[config.mk]
export PLATFORM = sky130hd
export DESIGN_NAME = ex_stage
export DESIGN_NICKNAME = d
export VERILOG_FILES = /design/src/rtl/ex_stage_pkg.sv /design/src/rtl/ex_stage_iter_mul.sv /design/src/rtl/ex_stage.sv
export SDC_FILE = /design/constraint.sdc
export NUM_CORES = 1
export LEC_CHECK = 0
export CELL_PAD_IN_SITES_DETAIL_PLACEMENT = 1
export CELL_PAD_IN_SITES_GLOBAL_PLACEMENT = 1
export CORE_MARGIN = 2
export CORE_UTILIZATION = 44
export CTS_BUF_LIST = sky130_fd_sc_hd__clkbuf_4
export DETAILED_ROUTE_END_ITERATION = 8
export PLACE_DENSITY_LB_ADDON = 0.1
export SLEW_MARGIN = 0
export SYNTH_ARGS = -nofsm -noshare
export SYNTH_HDL_FRONTEND = slang
export SYNTH_HIERARCHICAL = 1
export SYNTH_SLANG_ARGS = --single-unit
export TNS_END_PERCENT = 30
[constraint.sdc]
create_clock -name clk -period 10.3 [get_ports clk]
set_input_delay 2.06 -clock clk [delete_from_list [all_inputs] [get_ports clk]]
set_output_delay 2.06 -clock clk [all_outputs]
set_load 0.1 [all_outputs]
[src/rtl/ex_stage_pkg.sv]
// Shared types for the execute stage: DX/XM records, op-class decode, FSM states.
package ex_stage_pkg;
  localparam logic [31:0] kNOP = 32'h0000_0000;

  localparam logic [5:0] OPC_NOP = 6'd0;
  localparam logic [5:0] OPC_ADD = 6'd1;
  localparam logic [5:0] OPC_SUB = 6'd2;
  localparam logic [5:0] OPC_AND = 6'd3;
  localparam logic [5:0] OPC_OR  = 6'd4;
  localparam logic [5:0] OPC_XOR = 6'd5;
  localparam logic [5:0] OPC_LW  = 6'd6;
  localparam logic [5:0] OPC_SW  = 6'd7;
  localparam logic [5:0] OPC_LB  = 6'd8;
  localparam logic [5:0] OPC_SB  = 6'd9;
  localparam logic [5:0] OPC_MUL = 6'd10;

  typedef enum logic [1:0] {EX_NOP, EX_ALU, EX_MEM, EX_MUL} ex_op_e;
  typedef enum logic [1:0] {IDLE, MUL, DONE} ex_state_e;

  typedef struct packed {
    logic [31:0] instruction_dx;
    logic [31:0] PC_r_dx;
    logic [31:0] rs_val_dx;
    logic [31:0] rd_val_dx;
    logic        is_load_op_c_dx;
    logic        op_writes_rf_c_dx;
    logic        is_store_op_c_dx;
    logic        is_mem_op_c_dx;
    logic        is_byte_op_c_dx;
  } dx_s;

  typedef struct packed {
    logic [31:0] instruction_xm;
    logic [31:0] PC_r_xm;
    logic [31:0] alu_result_xm;
    logic [31:0] store_data_xm;
    logic        is_load_op_c_xm;
    logic        op_writes_rf_c_xm;
    logic        is_store_op_c_xm;
    logic        is_mem_op_c_xm;
    logic        is_byte_op_c_xm;
  } xm_s;

  function automatic ex_op_e decode_ex_op(input logic [31:0] instr);
    case (instr[31:26])
      OPC_ADD, OPC_SUB, OPC_AND, OPC_OR, OPC_XOR: decode_ex_op = EX_ALU;
      OPC_LW, OPC_SW, OPC_LB, OPC_SB:             decode_ex_op = EX_MEM;
      OPC_MUL:                                    decode_ex_op = EX_MUL;
      default:                                    decode_ex_op = EX_NOP;
    endcase
  endfunction

  function automatic logic [31:0] alu_op(input logic [5:0] opc, input logic [31:0] a, input logic [31:0] b);
    case (opc)
      OPC_SUB: alu_op = a - b;
      OPC_AND: alu_op = a & b;
      OPC_OR:  alu_op = a | b;
      OPC_XOR: alu_op = a ^ b;
      default: alu_op = a + b;
    endcase
  endfunction
endpackage

[src/rtl/ex_stage_iter_mul.sv]
// Iterative shift-add multiplier, BPC multiplier bits per cycle; low 32 bits of a*b.
module iter_mul #(
  parameter int BPC = 1
) (
  input  logic        clk,
  input  logic        reset_n,
  input  logic        start_i,
  input  logic        abort_i,
  input  logic        hold_i,
  input  logic [31:0] a_i,
  input  logic [31:0] b_i,
  output logic        done_o,
  output logic [31:0] p_o
);
  localparam int ITERS = 32 / BPC;
  localparam int CW    = $clog2(ITERS);

  logic          act_q;
  logic [CW-1:0] cnt_q;
  logic [31:0]   acc_q, mcand_q, mplier_q;
  logic [31:0]   pp;

  assign pp     = mcand_q * {{(32-BPC){1'b0}}, mplier_q[BPC-1:0]};
  assign done_o = act_q && (cnt_q == CW'(ITERS-1));
  assign p_o    = acc_q;

  always_ff @(posedge clk) begin
    if (!reset_n) begin
      act_q    <= 1'b0;
      cnt_q    <= '0;
      acc_q    <= '0;
      mcand_q  <= '0;
      mplier_q <= '0;
    end else if (abort_i) begin
      act_q <= 1'b0;
    end else if (!hold_i) begin
      if (start_i) begin
        act_q    <= 1'b1;
        cnt_q    <= '0;
        acc_q    <= '0;
        mcand_q  <= a_i;
        mplier_q <= b_i;
      end else if (act_q) begin
        acc_q    <= acc_q + pp;
        mcand_q  <= mcand_q << BPC;
        mplier_q <= mplier_q >> BPC;
        cnt_q    <= cnt_q + CW'(1);
        if (done_o) act_q <= 1'b0;
      end
    end
  end
endmodule

[src/rtl/ex_stage.sv]
// Execute stage: single-cycle ALU/AGU into the XM register, MUL via iter_mul with busy_o holding upstream.
module ex_stage
  import ex_stage_pkg::*;
#(
  parameter int MUL_BPC = 1
) (
  input  logic clk,
  input  logic reset_n,
  input  dx_s  dx_s_i,
  input  logic stall_i,
  input  logic flush_i,
  output xm_s  xm_s_o,
  output logic busy_o
);
  ex_state_e   state_q;
  xm_s         xm_q, bubble, res;
  ex_op_e      op;
  logic        mul_start, mul_done;
  logic [31:0] mul_p;

  assign op        = decode_ex_op(dx_s_i.instruction_dx);
  assign mul_start = (state_q == IDLE) && (op == EX_MUL) && !flush_i && !stall_i;
  assign busy_o    = reset_n && (((state_q == IDLE) && (op == EX_MUL)) || (state_q == MUL));
  assign xm_s_o    = xm_q;

  iter_mul #(.BPC(MUL_BPC)) u_mul (
    .clk     (clk),
    .reset_n (reset_n),
    .start_i (mul_start),
    .abort_i (flush_i),
    .hold_i  (stall_i),
    .a_i     (dx_s_i.rs_val_dx),
    .b_i     (dx_s_i.rd_val_dx),
    .done_o  (mul_done),
    .p_o     (mul_p)
  );

  // Bubble keeps PC and data of the last record; only instruction and control are cleared.
  always_comb begin
    bubble                   = xm_q;
    bubble.instruction_xm    = kNOP;
    bubble.is_load_op_c_xm   = 1'b0;
    bubble.op_writes_rf_c_xm = 1'b0;
    bubble.is_store_op_c_xm  = 1'b0;
    bubble.is_mem_op_c_xm    = 1'b0;
    bubble.is_byte_op_c_xm   = 1'b0;
  end

  always_comb begin
    res.instruction_xm    = dx_s_i.instruction_dx;
    res.PC_r_xm           = dx_s_i.PC_r_dx;
    res.alu_result_xm     = (op == EX_MEM) ? dx_s_i.rs_val_dx + dx_s_i.rd_val_dx
                          : (op == EX_MUL) ? mul_p
                          : alu_op(dx_s_i.instruction_dx[31:26], dx_s_i.rs_val_dx, dx_s_i.rd_val_dx);
    res.store_data_xm     = dx_s_i.rd_val_dx;
    res.is_load_op_c_xm   = dx_s_i.is_load_op_c_dx;
    res.op_writes_rf_c_xm = dx_s_i.op_writes_rf_c_dx;
    res.is_store_op_c_xm  = dx_s_i.is_store_op_c_dx;
    res.is_mem_op_c_xm    = dx_s_i.is_mem_op_c_dx;
    res.is_byte_op_c_xm   = dx_s_i.is_byte_op_c_dx;
  end

  always_ff @(posedge clk) begin
    if (!reset_n) begin
      state_q <= IDLE;
      xm_q    <= '0;
      xm_q.instruction_xm <= kNOP;
    end else if (flush_i) begin
      state_q <= IDLE;
      xm_q    <= bubble;
    end else if (!stall_i) begin
      case (state_q)
        IDLE: begin
          if (op == EX_MUL) begin
            state_q <= MUL;
            xm_q    <= bubble;
          end else if (op == EX_NOP) begin
            xm_q <= bubble;
          end else begin
            xm_q <= res;
          end
        end
        MUL: begin
          xm_q <= bubble;
          if (mul_done) state_q <= DONE;
        end
        DONE: begin
          xm_q    <= res;
          state_q <= IDLE;
        end
        default: state_q <= IDLE;
      endcase
    end
  end
endmodule

==> results.cfg <==
[yosys]
ys_warn_count = 6
synth.yosys.seq_area_share_pct = 28.5
ys_top_cells_by_area = dfxtp_1, ha_1, nand2_1, a21oi_1, nand3_1
synthCells = 2115
netlist_area_um2 = 16700
synth-seq-cells = 237
synth-main-ff-cell = dfxtp_1
post_synth_most_frequent_cells = nand2_1, dfxtp_1, a21oi_1, ha_1, nand3_1
synthesis.nets = 2387
async_flop_share_pct = 0
synth-edff-count = 0
synth.lib_cells_used.distinct = 95
synth.most_common_cell = nand2_1
post-synth-top-area-fraction_pct = 28.5
cell_accounting_for_the_most_synthesized_area = dfxtp_1
postSynthAreaPerCell_um2 = 7.88

[cts]
post_cts_buffers = 0
latest_clock_arrival_within_the_worst_skew_pair_ps = 790
clk_transition_reported_paths_ps = 50
ctsHoldBuffers = 0
ctsRootBufferMaster = clkbuf_4
cts.htree.levels = 3
cts-buffers-inserted = 73
cts.repair.resized = 0
cts.sink_count = 237
cts_max_path_buffers = 3
tritoncts = yes

[floorplanning]
dieHeight_um = 199
floorplan.die.width_um = 199
placeableCoreArea_um2 = 37500
floorplan.rows = 71
die_area_um2 = 39500
floorplan.initialDensity_pct = 44.5
top_ports = 271

[timing]
worst_hold_slack_ps = 452
hold_viol_final = 0
slew_headroom_pct = 10.1
fin_skew_ps = 52.5
post-route-worst-setup-slack_ps = 2840
timing.final.setup_violations = 0
worstMarginPinSlew_ps = 1350
final.min_clock_period_ps = 7460
finalSetupTns_ps = 0
max_freq_mhz = 134
finalMaxSlewViolations = 0
grt_setup_unrepaired = false
timing.final.crit_share_pct = 72.4

[global_routing]
grt_first_pass_wirelength_um = 104000
gr-total-overflow = 0
first_global_vias = 18272
maximum_number_of_pins_on_one_net_before_global_route_repair = 103
use_met1_pct = 41.0
gr-usage-met2_pct = 54.2
grt_antenna_before_repair = 2
most_congested_layer_reported_by_global_routing = met2
tot_gr_track_use_pct = 34.1
met3_usage_pct = 8.80

[finish]
finish.net_count = 2600
syn2layout_area_growth_pct = 22.9
fill_cells = 4555
drive_gt1_share_pct = 7.98
multi_input_comb_area_um2 = 10900
final_design_area_no_fill_um2 = 20500
area.sequential_um2 = 4740

[route]
post-route-drc-count = 0
postRouteAntennaNets = 0
initialDrtViolationCount = 1382
vias_per_instance = 6.05
via_count = 17489
drt-total-wl_um = 67700
routedWlPerCell_um = 23.4
drt_first_pass_iters = 7

[place]
place_area_um2 = 19600
globalplace.congestion = 0.943
dp_hpwl_um = 49500
post-place-ws_ps = 2880
io_buffer_count = 270

[worst_setup_path]
worstPathRequired_ps = 8240
critical_path.endpoint_type = output port
cp_max_fo = 26
nature_of_the_critical_path_startpoint = primary input
crit_type = primary input to output port
worst-endpoint-arrival_ps = 5400

[power_and_ir_drop]
worst_supply_voltage_drop_on_vdd_mv = 0.0733
p_total_mw = 2.31
power.leakage_nw = 8.16
cellPowerDensity_nw_per_um2 = 113

[status]
result_of_the_run = finished clean

[worst_hold_path]
worstHoldPathType = flop to flop

[run]
drv.max_cap_violation_count = 0
==> registers in the layout, summed over array words and instances, names as in the netlist <==
name	count
u_mul/cnt_q	5
state_q	2
u_mul/p_o	32
u_mul/mplier_q	32
u_mul/act_q	1
xm_s_o	133
u_mul/mcand_q	32
==> worst max-delay path, stage by stage <==
cell and delay (ps):
clkdlybuf4s50_1 710, a21oi_1 150, o21ai_2 820, a21oi_1 360, a21oi_1 250, nor2b_1 60
clkdlybuf4s50_1 980
==> routing by layer <==
layer  vias up  wire (µm)
met5         -         16
met4         2       4260
met3       211       5370
met2       675      30300
met1      8529      27700
li1       8072          -
==> layout by cell type, fill, tap and decap left out, types with 16 or more instances in the layout <==
| master | n |
|---|---|
| a211oi_1 | 17 |
| a21boi_0 | 59 |
| ha_1 | 132 |
| nand3_1 | 127 |
| nor3_1 | 23 |
| and2_1 | 37 |
| buf_4 | 20 |
| dfxtp_1 | 237 |
| o211a_1 | 36 |
| o21ai_0 | 98 |
| a222oi_1 | 30 |
| a22oi_1 | 16 |
| mux2i_1 | 39 |
| xnor2_1 | 45 |
| nor2b_1 | 60 |
| clkdlybuf4s50_1 | 269 |
| nor2_1 | 113 |
| inv_1 | 108 |
| clkbuf_4 | 105 |
| o31ai_1 | 20 |
| o21ai_1 | 22 |
| nand2_1 | 245 |
| nand2b_1 | 22 |
| a221oi_1 | 19 |
| a21oi_1 | 162 |
| a21o_1 | 18 |
| a21boi_1 | 17 |
==> path summary, 6_finish.rpt <==
path                startpoint       endpoint  slack (ps)  depth (start not counted)
max reg2reg  u_mul/mplier_q[0]  u_mul/p_o[22]        6380                         11
min reg2reg          xm_s_o[1]      xm_s_o[1]         450                          2
max                dx_s_i[127]         busy_o        2840                          7
min                  xm_s_o[1]      xm_s_o[1]         450                          2
==> metrics by stage <==
step | utilization, % | instances
2_1_floorplan | - | 2115
3_3_place_gp | 52.2 | 2764
3_5_place_dp | 52.2 | 2764
4_1_cts | 54.6 | 2891
5_1_grt | 54.6 | 2892
6_report | 54.6 | 2892
==> cells by family after synthesis <==
kind of cell	share of synthesized area (%)
AO/OA/AOI/OAI	29.2
AND/OR/NAND/NOR	20.4
adder cells (fa/ha/maj)	10.3
flip-flops	28.5
buffers and inverters	6.21
XOR/XNOR	3.10
multiplexers	2.41
==> power breakdown <==
group	internal (mW)	total, mW	switching [mW]
clock	0.470	0.936	0.466
sequential	0.920	0.922	0.00231
combinational	0.165	0.455	0.289
==> cell type report <==
class / instances / share of cell area, %
Sequential cell: 237 / 23.2
Inverter: 111 / 2.03
Multi-Input combinational cell: 1616 / 53.4
Clock buffer: 105 / 3.85
Antenna cell: 1 / 0.0122
Clock inverter: 22 / 0.519
Timing Repair Buffer: 289 / 13.9
Tap cell: 511 / 3.12
Power figures use the tool's default switching activity.
